### src/rtl/program_loader_pkg.sv
// Shared definitions for the boot-time program loader: FSM encoding, stream
// framing constants and the checksum helper.
package program_loader_pkg;

  typedef enum logic [2:0] {
    ST_IDLE   = 3'd0,
    ST_HDR_HI = 3'd1,
    ST_HDR_LO = 3'd2,
    ST_DATA   = 3'd3,
    ST_CHECK  = 3'd4,
    ST_DONE   = 3'd5,
    ST_ERR    = 3'd6
  } loader_state_e;

  localparam int HDR_BYTES      = 2;
  localparam int CHK_BYTES      = 1;
  localparam int BYTES_PER_WORD = 4;

  // Running checksum: plain XOR of every payload byte.
  function automatic logic [7:0] chk_update(input logic [7:0] acc, input logic [7:0] b);
    return acc ^ b;
  endfunction

endpackage

### src/rtl/program_loader_if.sv
// Byte-stream handshake between the boot source and the program loader.
interface program_loader_if;
  logic [7:0] byte_in;
  logic       byte_valid;
  logic       byte_ready;

  modport master (output byte_in, output byte_valid, input byte_ready);
  modport slave  (input byte_in, input byte_valid, output byte_ready);
endinterface

### src/rtl/program_loader_byte_assembler.sv
// Collects payload bytes MSB-first into 32-bit words, counts bytes within the
// word and keeps the XOR checksum of everything shifted in.
module loader_byte_assembler
  import program_loader_pkg::*;
(
  input  logic        clk,
  input  logic        reset,
  input  logic        clear,
  input  logic        shift_en,
  input  logic [7:0]  byte_in,
  output logic [31:0] word,
  output logic [7:0]  checksum,
  output logic        word_done
);

  localparam logic [1:0] LAST_IDX = 2'(BYTES_PER_WORD - 1);

  logic [31:0] word_r;
  logic [1:0]  byte_idx_r;
  logic [7:0]  acc_r;

  // Shift register, byte index and checksum accumulator
  always_ff @(posedge clk) begin
    if (reset) begin
      word_r     <= 32'h0000_0000;
      byte_idx_r <= 2'd0;
      acc_r      <= 8'h00;
    end else if (clear) begin
      word_r     <= 32'h0000_0000;
      byte_idx_r <= 2'd0;
      acc_r      <= 8'h00;
    end else if (shift_en) begin
      word_r     <= {word_r[23:0], byte_in};
      byte_idx_r <= byte_idx_r + 2'd1;
      acc_r      <= chk_update(acc_r, byte_in);
    end else begin
      word_r     <= word_r;
      byte_idx_r <= byte_idx_r;
      acc_r      <= acc_r;
    end
  end

  assign word      = word_r;
  assign checksum  = acc_r;
  assign word_done = shift_en && (byte_idx_r == LAST_IDX);

endmodule

### src/rtl/program_loader.sv
// Loads a length-prefixed, checksummed instruction image from a byte stream
// into instruction memory while holding the CPU program counter.
module program_loader
  import program_loader_pkg::*;
#(
  parameter int ADDR_WIDTH = 10
) (
  input  logic                  clk,
  input  logic                  reset,
  input  logic                  start,
  program_loader_if.slave       stream,
  output logic                  mem_we,
  output logic [ADDR_WIDTH-1:0] mem_addr,
  output logic [31:0]           mem_wdata,
  output logic                  cpu_hold,
  output logic                  done,
  output logic                  error
);

  localparam logic [16:0] CAPACITY = 17'd1 << ADDR_WIDTH;

  loader_state_e         state_r;
  logic                  byte_ready_r;
  logic                  mem_we_r;
  logic [ADDR_WIDTH-1:0] mem_addr_r;
  logic [31:0]           mem_wdata_r;
  logic                  cpu_hold_r;
  logic                  done_r;
  logic                  error_r;
  logic [7:0]            count_hi_r;
  logic [15:0]           count_r;
  logic [16:0]           word_cnt_r;
  logic                  wr_pend_r;
  logic [ADDR_WIDTH-1:0] pend_addr_r;

  logic                  accept_s;
  logic                  restart_s;
  logic                  shift_en_s;
  logic                  word_done_s;
  logic [31:0]           word_s;
  logic [7:0]            checksum_s;
  logic [16:0]           hdr_count_s;

  // Handshake qualification and per-state strobes to the assembler
  always_comb begin
    accept_s    = stream.byte_valid && byte_ready_r;
    restart_s   = 1'b0;
    shift_en_s  = 1'b0;
    hdr_count_s = {1'b0, count_hi_r, stream.byte_in};
    case (state_r)
      ST_IDLE, ST_DONE, ST_ERR: restart_s  = start;
      ST_DATA:                  shift_en_s = accept_s;
      default: begin
        restart_s  = 1'b0;
        shift_en_s = 1'b0;
      end
    endcase
  end

  loader_byte_assembler u_asm (
    .clk       (clk),
    .reset     (reset),
    .clear     (restart_s),
    .shift_en  (shift_en_s),
    .byte_in   (stream.byte_in),
    .word      (word_s),
    .checksum  (checksum_s),
    .word_done (word_done_s)
  );

  // Loader FSM; the memory write is staged one cycle behind word completion
  // so a reset arriving in that gap cancels it.
  always_ff @(posedge clk) begin
    if (reset) begin
      state_r      <= ST_IDLE;
      byte_ready_r <= 1'b0;
      mem_we_r     <= 1'b0;
      mem_addr_r   <= {ADDR_WIDTH{1'b0}};
      mem_wdata_r  <= 32'h0000_0000;
      cpu_hold_r   <= 1'b1;
      done_r       <= 1'b0;
      error_r      <= 1'b0;
      count_hi_r   <= 8'h00;
      count_r      <= 16'h0000;
      word_cnt_r   <= 17'd0;
      wr_pend_r    <= 1'b0;
      pend_addr_r  <= {ADDR_WIDTH{1'b0}};
    end else begin
      mem_we_r  <= wr_pend_r;
      wr_pend_r <= 1'b0;
      if (wr_pend_r) begin
        mem_addr_r  <= pend_addr_r;
        mem_wdata_r <= word_s;
      end
      case (state_r)
        ST_IDLE, ST_DONE, ST_ERR: begin
          if (start) begin
            state_r      <= ST_HDR_HI;
            byte_ready_r <= 1'b1;
            cpu_hold_r   <= 1'b1;
            done_r       <= 1'b0;
            error_r      <= 1'b0;
            word_cnt_r   <= 17'd0;
            count_r      <= 16'h0000;
          end
        end
        ST_HDR_HI: begin
          if (accept_s) begin
            count_hi_r <= stream.byte_in;
            state_r    <= ST_HDR_LO;
          end
        end
        ST_HDR_LO: begin
          if (accept_s) begin
            count_r <= hdr_count_s[15:0];
            if (hdr_count_s == 17'd0) begin
              state_r <= ST_CHECK;
            end else if (hdr_count_s > CAPACITY) begin
              state_r      <= ST_ERR;
              byte_ready_r <= 1'b0;
              error_r      <= 1'b1;
            end else begin
              state_r <= ST_DATA;
            end
          end
        end
        ST_DATA: begin
          if (word_done_s) begin
            wr_pend_r   <= 1'b1;
            pend_addr_r <= word_cnt_r[ADDR_WIDTH-1:0];
            word_cnt_r  <= word_cnt_r + 17'd1;
            if ((word_cnt_r + 17'd1) == {1'b0, count_r}) begin
              state_r <= ST_CHECK;
            end
          end
        end
        ST_CHECK: begin
          if (accept_s) begin
            byte_ready_r <= 1'b0;
            if (stream.byte_in == checksum_s) begin
              state_r    <= ST_DONE;
              done_r     <= 1'b1;
              cpu_hold_r <= 1'b0;
            end else begin
              state_r <= ST_ERR;
              error_r <= 1'b1;
            end
          end
        end
        default: begin
          state_r      <= ST_IDLE;
          byte_ready_r <= 1'b0;
          cpu_hold_r   <= 1'b1;
          done_r       <= 1'b0;
          error_r      <= 1'b0;
        end
      endcase
    end
  end

  assign stream.byte_ready = byte_ready_r;
  assign mem_we            = mem_we_r;
  assign mem_addr          = mem_addr_r;
  assign mem_wdata         = mem_wdata_r;
  assign cpu_hold          = cpu_hold_r;
  assign done              = done_r;
  assign error             = error_r;

endmodule

### src/flat_wrapper.sv
// flat-port wrapper written by rule: the top's interface ports become plain ports
module program_loader_flat import program_loader_pkg::*;
#(
  parameter int ADDR_WIDTH = 10
)
  (clk, reset, start, mem_we, mem_addr, mem_wdata, cpu_hold, done, error, stream_byte_in, stream_byte_valid, stream_byte_ready);
  program_loader_if stream_i ();
  input  logic clk;
  input  logic reset;
  input  logic start;
  output logic mem_we;
  output logic [ADDR_WIDTH-1:0] mem_addr;
  output logic [31:0] mem_wdata;
  output logic cpu_hold;
  output logic done;
  output logic error;
  input wire logic [$bits(stream_i.byte_in)-1:0] stream_byte_in;
  input wire logic [$bits(stream_i.byte_valid)-1:0] stream_byte_valid;
  output wire logic [$bits(stream_i.byte_ready)-1:0] stream_byte_ready;
  assign stream_i.byte_in = stream_byte_in;
  assign stream_i.byte_valid = stream_byte_valid;
  assign stream_byte_ready = stream_i.byte_ready;
  program_loader #(.ADDR_WIDTH(ADDR_WIDTH)) u_core (.clk(clk), .reset(reset), .start(start), .stream(stream_i), .mem_we(mem_we), .mem_addr(mem_addr), .mem_wdata(mem_wdata), .cpu_hold(cpu_hold), .done(done), .error(error));
endmodule
### config.mk
export PLATFORM = sky130hd
export DESIGN_NAME = program_loader_flat
export DESIGN_NICKNAME = d
export VERILOG_FILES = /design/src/rtl/program_loader_pkg.sv /design/src/rtl/program_loader_if.sv /design/src/rtl/program_loader_byte_assembler.sv /design/src/rtl/program_loader.sv /design/src/flat_wrapper.sv
export SDC_FILE = /design/constraint.sdc
export NUM_CORES = 1
export LEC_CHECK = 0
export BUFFER_PORTS_ARGS = -buffer_cell sky130_fd_sc_hd__buf_2
export CAP_MARGIN = 25
export CORE_ASPECT_RATIO = 0.5
export CORE_MARGIN = 3
export CORE_UTILIZATION = 59
export CTS_CLUSTER_DIAMETER = 100
export CTS_CLUSTER_SIZE = 8
export DETAILED_ROUTE_END_ITERATION = 6
export PLACE_DENSITY = 0.79
export SLEW_MARGIN = 30
export SYNTH_ARGS = -nofsm -noshare
export SYNTH_HDL_FRONTEND = slang
export SYNTH_SLANG_ARGS = --single-unit
### constraint.sdc
create_clock -name clk -period 2.7 [get_ports clk]
set_clock_uncertainty 0.15 [all_clocks]
set_input_delay 0.54 -clock clk [delete_from_list [all_inputs] [get_ports clk]]
set_output_delay 0.54 -clock clk [all_outputs]
set_load 0.1 [all_outputs]
After elaboration in Yosys (flattened, before gate mapping)
Cells that the tools add are included.

Input port bits: 12. Register bits: 144. Output and inout bits: 47.

Equality and inequality tests: 19. Multiplexer cells: 38. Bitwise gates (word level): 4. Reduce and logical (&&, ||, !) cells: 19. Add/subtract/negate cells: 2. Magnitude comparators: 1.

Operators with widths (count): 17-bit 2-to-1 mux (2); 17-bit case mux with 2 select lines (1); 16-bit 2-to-1 mux (2); 16-bit case mux with 2 select lines (1); 3-bit 2-to-1 mux (8); 1-bit 2-to-1 mux (18); 17-bit by 1-bit adder with 17-bit output, second input constant (1); 17-bit by 16-bit equality test with 1-bit output (1); 17-bit logical NOT (1); 16-bit by 11-bit greater-than comparator with 1-bit output, second input constant (1); 3-bit case mux with 5 select lines (1); 2-bit by 1-bit inequality test with 1-bit output, second input constant (6); 6-bit AND reduction (2); 3-bit equality test, second input constant (3); 8-bit equality test (1); 2-bit inequality test, second input constant (4); 1-bit case mux with 4 select lines (2); 8-bit bitwise XOR (1); 7-bit AND reduction (1); 3-bit by 2-bit equality test with 1-bit output, second input constant (2); 1-bit case mux with 3 select lines (2); 3-bit AND reduction (2); 2-bit OR reduction (3); 3-bit OR reduction (2); 10 further kinds (15).

Longest topological paths before layout
Depth after elaboration: 5. Mapped depth: 9. Gate-level depth less buffers: 8.

Cells and area by module
Synthesis repeated with hierarchy kept, for this count alone.

Cell total of the unflattened synthesis: 705. Area total of the unflattened synthesis: 6379.9 um^2.

By module, submodules not included: program_loader (sequential area each 2042.0 um^2, cells an instance 557, times used 1, area an instance 4727.0 um^2); loader_byte_assembler (sequential area each 840.8 um^2, cells an instance 148, times used 1, area an instance 1652.8 um^2).

Least setup slack after synthesis
OpenSTA, ideal clock, no wires.

Path kind: reg2reg. From: reg u_core.byte_ready_r (netlist: u_core.stream.byte_ready). To: reg u_core.state_r[0]. Path buffers: 0. Stages on the path, launching flop included: 8. Clock period less this slack: 2.946 ns. Arrival time: 2.725 ns. Setup time: 0.072 ns. Path slack: -0.246 ns. Path through: dfxtp_1 nand2_1 nor4_2 nand4_1 a2111oi_2 nand4_1 nand2_2 mux2i_1.

Word-level cells in the longest chain between the ends: 5. Elaborated cells between the ends (all ways): 8. Those cells by class: 4 x eq/ne; 1 x mux; 3 x reduce/logical.

Ends and longest elaborated chain: start, declared (RTL line program_loader.sv:23) `logic byte_ready_r;`; start signal, assigned (RTL line program_loader.sv:76) `byte_ready_r <= 1'b0;`; start signal, assigned (RTL line program_loader.sv:99) `byte_ready_r <= 1'b1;`; start signal, assigned (RTL line program_loader.sv:120) `byte_ready_r <= 1'b0;`; 1-bit logical AND (*) (RTL line program_loader.sv:46) `accept_s = stream.byte_valid && byte_ready_r;`; 1-bit 2-to-1 mux (RTL line program_loader.sv:50) `case (state_r)`; 1-bit logical AND (RTL line program_loader_byte_assembler.sv:45) `assign word_done = shift_en && (byte_idx_r == LAST_IDX);`; 2-bit inequality test (no line); 6-bit AND reduction (no line) (*); end signal, assigned (RTL line program_loader.sv:75) `state_r <= ST_IDLE;`; end signal, assigned (RTL line program_loader.sv:98) `state_r <= ST_HDR_HI;`; end signal, assigned (RTL line program_loader.sv:110) `state_r <= ST_HDR_LO;`; end, declared (RTL line program_loader.sv:22) `loader_state_e state_r;`.

Every way passes the cells marked *; elsewhere a longest branch is shown, timed or not. A chain may end at the register's enable or synchronous reset.

Worst setup path after layout
From: reg u_core.word_cnt_r[3]. To: reg u_core.state_r[0].

Word-level cells in the longest chain between the ends: 4.

Ends and longest elaborated chain: start, declared (RTL line program_loader.sv:32) `logic [16:0] word_cnt_r;`; start signal, assigned (RTL line program_loader.sv:131) `word_cnt_r <= word_cnt_r + 17'd1;`; 17-bit by 1-bit adder with 17-bit output (RTL line program_loader.sv:132) `if ((word_cnt_r + 17'd1) == {1'b0, count_r}) begin`; 17-bit by 16-bit equality test with 1-bit output (RTL line program_loader.sv:132); 2-bit by 1-bit inequality test with 1-bit output (no line); 6-bit AND reduction (no line); end signal, assigned (RTL line program_loader.sv:133) `state_r <= ST_CHECK;`; end signal, assigned (RTL line program_loader.sv:141) `state_r <= ST_DONE;`; end signal, assigned (RTL line program_loader.sv:145) `state_r <= ST_ERR;`.

Every way passes these cells.

==> results_dict.tcl <==
set metrics [dict create \
    worstHoldPathCells 3 \
    start_util 0.632 \
    crit_family "simple AND/OR/NAND/NOR gates" \
    synth_area_um2 6210 \
    routedWlPerCell_um 15.6 \
    clkSlewWorstSetupHoldPaths_ns 0.06 \
    route.detailed.drc 0 \
    critPathLaunchType "flip-flop" \
    worstPathMaxFanout 8 \
    leakagePower_nw 2.61 \
    gp_congestion 0.886 \
    power_frac_comb 0.099 \
    syn_avg_cell_area_um2 8.59 \
    synth_fp_nets 737 \
    crit_type "flip-flop to flip-flop" \
    seqPwrFrac 0.429 \
    io_buffers 58 \
    intPower_mw 3.81 \
    synth-seq-area-share 0.464 \
    r2r_slack_ns 0.17 \
    grt_usage 0.250 \
    switching_share 0.260 \
    cpPeakStageDelay_ns 0.51 \
    ir_worst_vdd_mv 0.466 \
    via_per_inst 5.62 \
    detail-route-antenna-nets 0 \
    rows 25 \
    cts_buffer_depth 2 \
    setup_tns_ns 0 \
    ys_warn_count 0 \
    reg2reg_from "u_core.word_cnt_r[3]" \
    coreArea_um2 9820 \
    cts-hold-fix-buffers 0 \
    arrival_ns 2.71 \
    grt_pass1_wl_um 23800 \
    hold_viol_final 0 \
    hpwl_um 9160 \
    fin_crit_sh 0.937 \
    crit_chain "nand4_4 > or2_4 > or4_1 > a22oi_1 > nand4_1 > nand2_2 > mux2i_1" \
    drtPass1Iterations 5 \
    whs_endpoint "u_core.count_r[7]" \
    fin_crit_ns 2.53 \
    cp.required_ns 2.88 \
    grt-ovfl-total 0 \
    dieArea_um2 11900 \
    via_count 5135 \
    routed_wirelength_um 14200 \
    io_pins 59 \
    min_from "stream_byte_in[7]" \
    dr.first_iter.drc_count 442 \
    pwr_density_cell_nw_per_um2 716 \
    cts_buffers 17 \
    cp_num_buf_inv 0 \
    switchingPower_mw 1.34 \
    slew_headroom 0.602 \
    hold_ws_ns 0.293 \
    antennaDiodeCount 0 \
    clkSinkCount 144 \
    grt_max_degree 54 \
    h-tree-depth 4 \
    clockPowerShare 0.472 \
    die_h_um 78.6 \
    synthDistinctLibCells 59 \
    crit_slowest_cell "dfxtp_1" \
    slew_viol_final 0 \
    fill_cells 710 \
    reg2reg_depth 7 \
    ys_ff_latch 144 \
    setup_viol 0 \
    maxCapViolations 0 \
    r2r-end "u_core.state_r[0]" \
    cts_root_buf "clkbuf_16" \
    outcome "finished clean" \
    cts_tree "done" \
    rsz0062_at_grt "false" \
    grt_antenna_before_repair 0 \
    insertion_delay_ns 0.41 \
    end_kind "flip-flop" \
    max_freq_ghz 0.395 \
    syn_inst 723 \
    finalNetCount 779 \
    worst_pin_slew_ns 0.596 \
    die_w_um 151 \
    area_delta_synth_final_pct 15.7 \
    grt_pass1_vias 4772 \
    hp-class "input port to flip-flop" \
    drive_gt1_frac 0.171 \
]
==> synthesized netlist by cell type, drive strengths merged <==
master	number	area share
nand4	7	0.010
nor2b	4	0.0040
a31oi	4	0.0040
or4	2	0.0024
mux2	1	0.0018
nand2	129	0.078
a22oi	4	0.0048
dfxtp	144	0.46
nor4	9	0.010
a21o	1	0.0012
a21oi	77	0.062
and2b	3	0.0040
clkbuf	37	0.027
nor3	16	0.017
ha	2	0.0040
o211a	1	0.0016
a41oi	1	0.0014
inv	5	0.0030
a311oi	4	0.0056
mux2i	52	0.084
buf	17	0.021
or2	2	0.0024
nor4b	1	0.0014
or3	3	0.0032
xor2	22	0.031
o311ai	1	0.0014
xnor2	19	0.027
nor2	89	0.054
o21ai	15	0.012
nand3	29	0.025
nand3b	1	0.0012
and3	2	0.0020
o41ai	1	0.0014
o22ai	1	0.0010
o2111a	1	0.0018
o21a	2	0.0024
a2111oi	2	0.0068
a211oi	3	0.0036
nand2b	4	0.0040
or2b	2	0.0028
o211ai	1	0.0012
o31ai	1	0.0012
and2	1	0.0010
==> repair_timing <==
| item | 4_1_cts | 5_1_grt |
|---|---|---|
| endpoints found under the setup margin | 0 | 2 |
| setup buffers | 0 | 0 |
| gates resized for setup | 0 | 2 |
==> registers in the layout, summed over array words and instances, names as in the netlist, 3 cells and up <==
name,cells
u_core.mem_addr,10
u_core.mem_wdata,32
u_core.count_r,16
u_core.word_cnt_r,17
u_core.state_r,3
u_core.count_hi_r,8
u_core.u_asm.word,32
u_core.u_asm.checksum,8
u_core.pend_addr_r,10
==> power groups by stage <==
stage | logic [mW] | registers, mW | clock network, mW
floorplan | 0.357 | 2.29 | 0
global placement | 0.498 | 2.25 | 0
detailed placement | 0.504 | 2.25 | 0
CTS | 0.508 | 2.21 | 2.46
global route | 0.558 | 2.21 | 2.54
finish | 0.512 | 2.21 | 2.43
==> cell families (layout without fill, tap and decap cells) <==
family / Yosys count / after routing / synth area share
AND/OR/NAND/NOR: 304 / 304 / 0.223
flip-flops: 144 / 144 / 0.464
AO/OA/AOI/OAI: 120 / 120 / 0.114
buffers and inverters: 59 / 114 / 0.0514
multiplexers: 53 / 53 / 0.0856
XOR/XNOR: 41 / 41 / 0.0578
adder cells (fa/ha/maj): 2 / 2 / 0.00403
==> worst max-delay path by stage <==
stage	slack (ns)	from	endpoint	depth (start not counted)
CTS	0.17	u_core.word_cnt_r[1]	u_core.state_r[0]	9
detailed placement	0.17	u_core.word_cnt_r[3]	u_core.state_r[0]	7
floorplan	0.17	u_core.stream.byte_ready	u_core.state_r[0]	7
finish	0.17	u_core.word_cnt_r[3]	u_core.state_r[0]	7
global placement	0.22	u_core.word_cnt_r[6]	u_core.state_r[1]	7
global route	0.003	u_core.word_cnt_r[6]	u_core.state_r[0]	7
==> per-stage QoR <==
step	total power, mW	utilization	setup WS, ns	std cells	cell area (um2)
after global routing	5.31	0.732	0.00304	913	7190
after detailed placement	2.76	0.669	0.174	881	6570
after floorplan	2.64	-	0.165	723	6210
after CTS	5.18	0.732	0.168	913	7190
after global placement	2.75	0.669	0.225	881	6570
final	5.15	0.732	0.171	913	7190
==> cell type report <==
cell class                 instances  area (um2)  share of cell area
multi-input combinational        520        3030               0.421
tap                              135         169              0.0235
clock inverter                    13         175              0.0244
inverter                           5        18.8             0.00261
sequential                       144        2890               0.401
timing repair buffer              77         470              0.0654
clock buffer                      19         443              0.0616
==> worst reg2reg max path, delay by kind of cell, from the launching register on <==
kind            cells  cell delay, ns
compound gates      1            0.25
flops               1            0.51
mux                 1            0.19
simple gates        5            1.36
==> cells in the final DEF, fill, tap and decap left out, drive strengths merged, types with 3 or more instances in the layout <==
master  Yosys  layout
a211oi      3       3
a21oi      77      77
a22oi       4       4
a311oi      4       4
a31oi       4       4
and2b       3       3
buf        17      77
bufinv      0       3
clkbuf     37      19
clkinv      0       5
dfxtp     144     144
inv         5       9
mux2i      52      52
nand2     129     129
nand2b      4       4
nand3      29      29
nand4       7       7
nor2       89      89
nor2b       4       4
nor3       16      16
nor4        9       9
o21ai      15      15
or3         3       3
xnor2      19      19
xor2       22      22
==> routing by layer <==
metal,GRT usage,vias to the layer above,routed length [um]
met2,0.382,164,6510
li1,-,2532,-
met4,0.0778,0,178
met1,0.355,2419,6710
met3,0.0496,20,813
met5,0,-,0
No activity file was read; power rests on OpenSTA's default activity.
